**src/rtl/fir_pkg.sv**
```systemverilog
// Shared widths, default coefficients, FSM states and rounding helpers
// for the sample-strobed X-axis FIR filter.
package fir_pkg;

    localparam int NTAPS_DEF = 16;
    localparam int DATA_W    = 16;
    localparam int COEF_W    = 16;
    localparam int ACC_W     = 40;
    localparam int OUT_W     = 32;
    localparam int FRAC_W    = 15;

    // Adding half an LSB before the arithmetic shift gives round-half-up.
    localparam logic signed [ACC_W-1:0] ROUND_K = 40'sd16384;
    localparam logic signed [ACC_W-1:0] SAT_HI  = 40'sd32767;
    localparam logic signed [ACC_W-1:0] SAT_LO  = -40'sd32768;

    // Q1.15 value 2048 = 1/16, so the default filter is a 16-sample moving average.
    localparam logic [NTAPS_DEF-1:0][COEF_W-1:0] COEF_DEF = {NTAPS_DEF{16'sd2048}};

    typedef enum logic [1:0] {
        S_IDLE,
        S_LOAD,
        S_MAC,
        S_DONE
    } fir_state_e;

    function automatic logic signed [ACC_W-1:0] fir_round(input logic signed [ACC_W-1:0] acc);
        return (acc + ROUND_K) >>> FRAC_W;
    endfunction

endpackage

```
**src/rtl/fir_x_filter_if.sv**
```systemverilog
// Sample-in / result-out bundle between the PIO side and the FIR filter.
interface fir_x_filter_if;

    logic             sample_tick_i;
    logic [31:0]      fir_in_i;
    logic [31:0]      fir_out_o;
    logic             out_valid_o;
    logic             overrun_o;

    modport master (
        output sample_tick_i, fir_in_i,
        input  fir_out_o, out_valid_o, overrun_o
    );

    modport slave (
        input  sample_tick_i, fir_in_i,
        output fir_out_o, out_valid_o, overrun_o
    );

endinterface

```
**src/rtl/fir_mac.sv**
```systemverilog
// Signed 16x16 multiplier feeding a 40-bit accumulator with clear and enable.
module fir_mac
    import fir_pkg::*;
(
    input  logic                     clk,
    input  logic                     rst,
    input  logic                     clr,
    input  logic                     en,
    input  logic signed [DATA_W-1:0] x,
    input  logic signed [COEF_W-1:0] c,
    output logic signed [ACC_W-1:0]  acc
);

    logic signed [DATA_W+COEF_W-1:0] prod;
    logic signed [ACC_W-1:0]         acc_d, acc_q;

    always_comb begin
        prod  = x * c;
        acc_d = acc_q;
        if (clr)
            acc_d = '0;
        else if (en)
            acc_d = acc_q + ACC_W'(prod);
    end

    always_ff @(posedge clk) begin
        if (rst)
            acc_q <= '0;
        else
            acc_q <= acc_d;
    end

    assign acc = acc_q;

endmodule

```
**src/rtl/fir_x_filter.sv**
```systemverilog
// Sequential one-MAC-per-cycle FIR for the X channel, started by a PIO tick.
// Define FIR_SATURATE_EN to clamp the rounded result to 16-bit signed range.
module fir_x_filter
    import fir_pkg::*;
#(
    parameter int                           NTAPS = NTAPS_DEF,
    parameter logic [NTAPS-1:0][COEF_W-1:0] COEF  = COEF_DEF
) (
    input  logic           clk_clk,
    input  logic           reset_reset,
    fir_x_filter_if.slave  bus
);

    localparam int IDX_W = $clog2(NTAPS);

    fir_state_e                   state_q, state_d;
    logic [IDX_W-1:0]             idx_q, idx_d;
    logic [NTAPS-1:0][DATA_W-1:0] dly_q, dly_d;
    logic                         tick_prev_q, tick_prev_d;
    logic                         tick_q, tick_d;
    logic [OUT_W-1:0]             fir_out_q, fir_out_d;
    logic                         out_valid_q, out_valid_d;
    logic                         overrun_q, overrun_d;

    logic                         mac_clr, mac_en;
    logic signed [DATA_W-1:0]     x_new, mac_x;
    logic signed [COEF_W-1:0]     mac_c;
    logic signed [ACC_W-1:0]      acc, r_full;
    logic [OUT_W-1:0]             res;

    // Edge detect is registered, so the FSM acts one edge after the strobe is seen.
    always_comb begin
        tick_prev_d = bus.sample_tick_i;
        tick_d      = bus.sample_tick_i & ~tick_prev_q;
        x_new       = DATA_W'(bus.fir_in_i);
        mac_x       = dly_q[idx_q];
        mac_c       = COEF[idx_q];
        r_full      = fir_round(acc);
`ifdef FIR_SATURATE_EN
        if (r_full > SAT_HI)
            res = OUT_W'(SAT_HI);
        else if (r_full < SAT_LO)
            res = OUT_W'(SAT_LO);
        else
            res = OUT_W'(r_full);
`else
        res = OUT_W'(r_full);
`endif
    end

    always_comb begin
        state_d     = state_q;
        idx_d       = idx_q;
        dly_d       = dly_q;
        fir_out_d   = fir_out_q;
        out_valid_d = 1'b0;
        overrun_d   = 1'b0;
        mac_clr     = 1'b0;
        mac_en      = 1'b0;

        case (state_q)
            S_IDLE: begin
                if (tick_q) begin
                    dly_d   = {dly_q[NTAPS-2:0], x_new};
                    mac_clr = 1'b1;
                    state_d = S_LOAD;
                end
            end
            S_LOAD: begin
                idx_d   = '0;
                state_d = S_MAC;
            end
            S_MAC: begin
                mac_en = 1'b1;
                if (idx_q == IDX_W'(NTAPS - 1))
                    state_d = S_DONE;
                else
                    idx_d = idx_q + 1'b1;
            end
            S_DONE: begin
                fir_out_d   = res;
                out_valid_d = 1'b1;
                state_d     = S_IDLE;
            end
            default: state_d = S_IDLE;
        endcase

        // Busy (including the DONE cycle): the strobe is lost and only flagged.
        if (tick_q && state_q != S_IDLE)
            overrun_d = 1'b1;
    end

    always_ff @(posedge clk_clk) begin
        if (reset_reset) begin
            state_q     <= S_IDLE;
            idx_q       <= '0;
            dly_q       <= '0;
            tick_prev_q <= 1'b0;
            tick_q      <= 1'b0;
            fir_out_q   <= '0;
            out_valid_q <= 1'b0;
            overrun_q   <= 1'b0;
        end else begin
            state_q     <= state_d;
            idx_q       <= idx_d;
            dly_q       <= dly_d;
            tick_prev_q <= tick_prev_d;
            tick_q      <= tick_d;
            fir_out_q   <= fir_out_d;
            out_valid_q <= out_valid_d;
            overrun_q   <= overrun_d;
        end
    end

    fir_mac u_mac (
        .clk (clk_clk),
        .rst (reset_reset),
        .clr (mac_clr),
        .en  (mac_en),
        .x   (mac_x),
        .c   (mac_c),
        .acc (acc)
    );

    assign bus.fir_out_o   = fir_out_q;
    assign bus.out_valid_o = out_valid_q;
    assign bus.overrun_o   = overrun_q;

endmodule

```
**src/flat_wrapper.sv**
```systemverilog
// flat-port wrapper written by rule: the top's interface ports become plain ports
module fir_x_filter_flat import fir_pkg::*;
#(
    parameter int                           NTAPS = NTAPS_DEF,
    parameter logic [NTAPS-1:0][COEF_W-1:0] COEF  = COEF_DEF
)
  (clk_clk, reset_reset, bus_sample_tick_i, bus_fir_in_i, bus_fir_out_o, bus_out_valid_o, bus_overrun_o);
  fir_x_filter_if bus_i ();
  input  logic clk_clk;
  input  logic reset_reset;
  input wire logic [$bits(bus_i.sample_tick_i)-1:0] bus_sample_tick_i;
  input wire logic [$bits(bus_i.fir_in_i)-1:0] bus_fir_in_i;
  output wire logic [$bits(bus_i.fir_out_o)-1:0] bus_fir_out_o;
  output wire logic [$bits(bus_i.out_valid_o)-1:0] bus_out_valid_o;
  output wire logic [$bits(bus_i.overrun_o)-1:0] bus_overrun_o;
  assign bus_i.sample_tick_i = bus_sample_tick_i;
  assign bus_i.fir_in_i = bus_fir_in_i;
  assign bus_fir_out_o = bus_i.fir_out_o;
  assign bus_out_valid_o = bus_i.out_valid_o;
  assign bus_overrun_o = bus_i.overrun_o;
  fir_x_filter #(.NTAPS(NTAPS), .COEF(COEF)) u_core (.clk_clk(clk_clk), .reset_reset(reset_reset), .bus(bus_i));
endmodule
```
**config.mk**
```make
export PLATFORM = sky130hd
export DESIGN_NAME = fir_x_filter_flat
export DESIGN_NICKNAME = d
export VERILOG_FILES = /design/src/rtl/fir_pkg.sv /design/src/rtl/fir_x_filter_if.sv /design/src/rtl/fir_mac.sv /design/src/rtl/fir_x_filter.sv /design/src/flat_wrapper.sv
export SDC_FILE = /design/constraint.sdc
export NUM_CORES = 1
export LEC_CHECK = 0
export CORE_ASPECT_RATIO = 1.2
export CORE_UTILIZATION = 45
export DETAILED_ROUTE_END_ITERATION = 7
export PLACE_DENSITY_LB_ADDON = 0.12
export SLEW_MARGIN = 20
export SYNTH_ARGS = -nofsm -noshare
export SYNTH_HDL_FRONTEND = slang
export SYNTH_SLANG_ARGS = --single-unit
```
**constraint.sdc**
```tcl
create_clock -name clk_clk -period 5.49 [get_ports clk_clk]
set_input_delay 1.098 -clock clk_clk [delete_from_list [all_inputs] [get_ports clk_clk]]
set_output_delay 1.098 -clock clk_clk [all_outputs]
set_load 0.01 [all_outputs]
```
==> run_results.csv <==
group,metric,value,unit
floorplanning,die_x,170.4,um
cells_and_area,post_layout_inst_area,0.01719,mm^2
drt,drt-initial-drc-count,831,
synth,netlist_instances,1759,
run,drv_cap,0,
drt,drt_first_pass_iters,5,
timing,finalCritPeriodShare,0.8986,
worst_setup_path,timing.critical_path.to_type,"register",
min_path,whs_path_depth,1,
placement,port-buffer-count,52,
floorplanning,start_util,0.4592,
drt,routed_wl,34160,um
timing,worst_slew_pin_slew,1.101,ns
grt,global_route.usage.total,0.1992,
clock_network,tritoncts_num_sinks,320,
cells_and_area,layout_common_cells,"sky130_fd_sc_hd__nand2_1 (548), sky130_fd_sc_hd__dfxtp_1 (318), sky130_fd_sc_hd__a21oi_1 (287)",
drt,detail-route-antenna-nets,0,
synth,yosys.area.top_type_share,0.4184,
timing,clock-skew-final,0.02256,ns
drt,drc_errors,0,
worst_setup_path,cp-startpoint,"u_core.idx_q[0]",
power,share_seq_of_total_power,0.443,
placement,worst_setup_timing_slack_at_the_placement_stage,0.5366,ns
timing,min_period,4.933,ns
floorplanning,die_height,204.1,um
floorplanning,io_pins,69,
cells_and_area,fillCellCount,3129,
placement,post-place-cells,2151,
synth,synth_area_per_cell,8.704,um^2
clock_network,htree_num_levels,2,
timing,setup-violations-final,0,
synth,synth.yosys.seq_area_share,0.4184,
worst_setup_path,worstRegToRegCells,13,
power,power.switching,1.523,mW
run_status,run_status,"finished, final reports clean",
power,power.share.switching,0.2762,
cells_and_area,antenna_cells,0,
worst_setup_path,start_kind,"register",
worst_setup_path,crit_arrival,5.32,ns
synth,synth-edff-count,0,
worst_setup_path,criticalPathCategory,"reg2reg",
power,vdd_ir_drop_max,0.1862,mV
grt,first_global_vias,11250,
placement,postPlaceCellArea,0.01609,mm^2
grt,grt_start_max_net_pins,240,
floorplanning,floorplan.core_area,0.03334,mm^2
synth,yosysWarningCount,0,
floorplanning,die_area,0.03477,mm^2
power,clkPwrFrac,0.410,
timing,worst_slew_margin_rel,0.2657,
clock_network,holdBufCountCts,0,
power,comb_power_share,0.147,
grt,grt_remaining_overflow,0,
timing,rsz0062_at_grt,"false",
clock_network,root_buffer,"sky130_fd_sc_hd__clkbuf_16",
floorplanning,rows,73,
min_path,min_delay_worst_endpoint,"u_core.tick_q",
worst_setup_path,timing.rr.end,"u_core.u_mac.acc[38]",
drt,detail_route.vias_per_cell,5.452,
cells_and_area,finalNetCount,1861,
power,p_int,3.991,mW
clock_network,cts.path.max_buffers,3,
min_path,class_of_the_most_critical_hold_timing_path,"reg2reg",
clock_network,worstSkewPairLatency,0.53,ns
synth,postSynth.topFlopCell,"sky130_fd_sc_hd__dfxtp_1",
placement,placer_congestion_estimate,0.8691,
synth,synth.distinct_cells,52,
synth,async_reset_ff_frac,0,
cells_and_area,area_delta_synth_final,12.26,%
timing,slew_viol_final,0,
synth,postSynthNetCount,1882,
power,power_density,320.8,mW/mm^2
synth,netlist_area,0.01531,mm^2
worst_setup_path,r2r_start,"u_core.idx_q[0]",
timing,fin_ws,0.5569,ns
drt,routed-via-count,12060,
grt,grt_pass1_wl,56400,um
worst_setup_path,critical_path_fanout_max,27,
grt,grt_antenna_before_repair,0,
clock_network,post-cts-setup-buffer-count,0,
synth,synth.area.top_cells,"sky130_fd_sc_hd__dfxtp_1 (42%), sky130_fd_sc_hd__nand2_1 (13%), sky130_fd_sc_hd__mux4_2 (12%), sky130_fd_sc_hd__a21oi_1 (9.4%), sky130_fd_sc_hd__ha_1 (7.1%)",
synth,yosys.area.top_type,"sky130_fd_sc_hd__dfxtp_1",
clock_network,number_of_cts_inserted_buffers,35,
cells_and_area,proportion_of_layout_cells_with_a_drive_suffix_above_1,0.09081,
placement,post-dp-hpwl,21820,um
worst_setup_path,worstPathRequired,5.88,ns
timing,timing.setup.tns,0,ns
clock_network,cts.clk_slew.worst_paths,0.06,ns
clock_network,post_cts.resized_instances,0,
cells_and_area,most_common_cell_after_layout_fill_and_taps_aside,"sky130_fd_sc_hd__nand2_1",
timing,final_hold_violation_count,0,
clock_network,tritoncts,"done",
synth,ys_seq_elements,320,
cells_and_area,stdcell_count,2212,
worst_setup_path,regToRegSetupSlack,0.56,ns
power,cellLeakagePower,6.041,nW
timing,timing.fmax,202.7,MHz
drt,routedWlPerCell,15.44,um
min_path,hold_path_startpoint,"u_core.tick_prev_q",
-- synth_stat cells, types with 5 or more instances --
cell type	instances
sky130_fd_sc_hd__nor2_1	61
sky130_fd_sc_hd__ha_1	87
sky130_fd_sc_hd__and3_1	12
sky130_fd_sc_hd__nand2_1	549
sky130_fd_sc_hd__and4_1	5
sky130_fd_sc_hd__xnor2_1	18
sky130_fd_sc_hd__a21o_1	7
sky130_fd_sc_hd__nand4_1	10
sky130_fd_sc_hd__inv_1	12
sky130_fd_sc_hd__mux2i_1	15
sky130_fd_sc_hd__a21oi_1	287
sky130_fd_sc_hd__dfxtp_1	320
sky130_fd_sc_hd__mux4_2	80
sky130_fd_sc_hd__o21ai_0	21
sky130_fd_sc_hd__clkbuf_1	106
sky130_fd_sc_hd__nand3_1	17
sky130_fd_sc_hd__buf_1	10
sky130_fd_sc_hd__a211oi_1	24
sky130_fd_sc_hd__buf_4	7
sky130_fd_sc_hd__buf_2	8
sky130_fd_sc_hd__xor2_1	25
sky130_fd_sc_hd__nor2b_1	5
sky130_fd_sc_hd__nor3_1	8
sky130_fd_sc_hd__o211ai_1	9
-- logic make-up (layout without fill, tap and decap cells) --
family,Yosys count,in the layout,synth area share
and+or+nand+nor,689,689,0.1814
AOI/OAI and AO/OA,378,378,0.1357
DFF,320,320,0.4184
buffers and inverters,144,147,0.03817
muxes,96,96,0.1282
adders and majority gates,88,88,0.07241
xor gates and xnor gates,44,44,0.02566
-- state kept, by name, indices dropped and copies added, names as in the netlist --
name                    flops
u_core.state_q              2
u_core.tick_prev_q          1
u_core.u_mac.acc           29
u_core.bus.overrun_o        1
u_core.tick_q               1
u_core.bus.fir_out_o       25
u_core.bus.out_valid_o      1
u_core.idx_q                4
u_core.dly_q              256
-- worst max path at each step --
stage | slack (ns) | endpoint | cells after the start
3_3_place_gp | 0.56 | u_core.u_mac.acc[38] | 13
4_1_cts | 0.53 | u_core.u_mac.acc[38] | 13
3_5_place_dp | 0.54 | u_core.u_mac.acc[38] | 13
6_report | 0.56 | u_core.u_mac.acc[38] | 13
2_1_floorplan | 0.95 | u_core.u_mac.acc[33] | 16
5_1_grt | 0.19 | u_core.u_mac.acc[38] | 13
-- metrics by stage --
step                      utilization  power [mW]  hold slack (ns)
after global routing           0.5155       5.775           0.4082
after global placement         0.4826       3.315           0.3794
after floorplan                     -       3.076           0.3674
after CTS                      0.5155       5.600           0.3824
final                          0.5155       5.514           0.3792
after detailed placement       0.4826       3.318           0.3745
-- critical path: stages, from the launching register on --
cell                        delay, ns
sky130_fd_sc_hd__dfxtp_4         0.65
sky130_fd_sc_hd__buf_12          0.30
sky130_fd_sc_hd__mux4_2          0.55
sky130_fd_sc_hd__mux4_2          0.68
sky130_fd_sc_hd__ha_1            0.35
sky130_fd_sc_hd__ha_1            0.30
sky130_fd_sc_hd__ha_1            0.39
sky130_fd_sc_hd__a21oi_1         0.22
sky130_fd_sc_hd__o21ai_0         0.15
sky130_fd_sc_hd__a2111oi_0       0.36
sky130_fd_sc_hd__a31oi_1         0.22
sky130_fd_sc_hd__a221oi_1        0.34
sky130_fd_sc_hd__xor2_1          0.17
sky130_fd_sc_hd__a21oi_1         0.08
-- layer usage --
layer	up-vias	GRT usage	share of wire
met1	5762	0.2528	0.44
met4	0	0.06757	0.028
li1	6033	-	-
met2	197	0.3454	0.50
met3	67	0.02769	0.032
met5	-	0	0
-- layout make-up --
type	instances	area, um^2	share of cell area
clock inverter	8	83.83	0.004878
multi-input combinational	1295	8329	0.4846
sequential	320	6411	0.3730
tap	450	563.0	0.03276
clock buffer	53	1013	0.05897
timing repair buffer	74	740.7	0.04310
inverter	12	45.04	0.002621
-- power by group through the flow --
stage	Combinational [mW]	Sequential, mW	Clock, mW
after detailed placement	0.820	2.50	0
after global placement	0.818	2.50	0
after CTS	0.822	2.45	2.33
final	0.808	2.44	2.26
after floorplan	0.616	2.46	0
after global routing	0.898	2.45	2.42
Power figures use the tool's default switching activity.
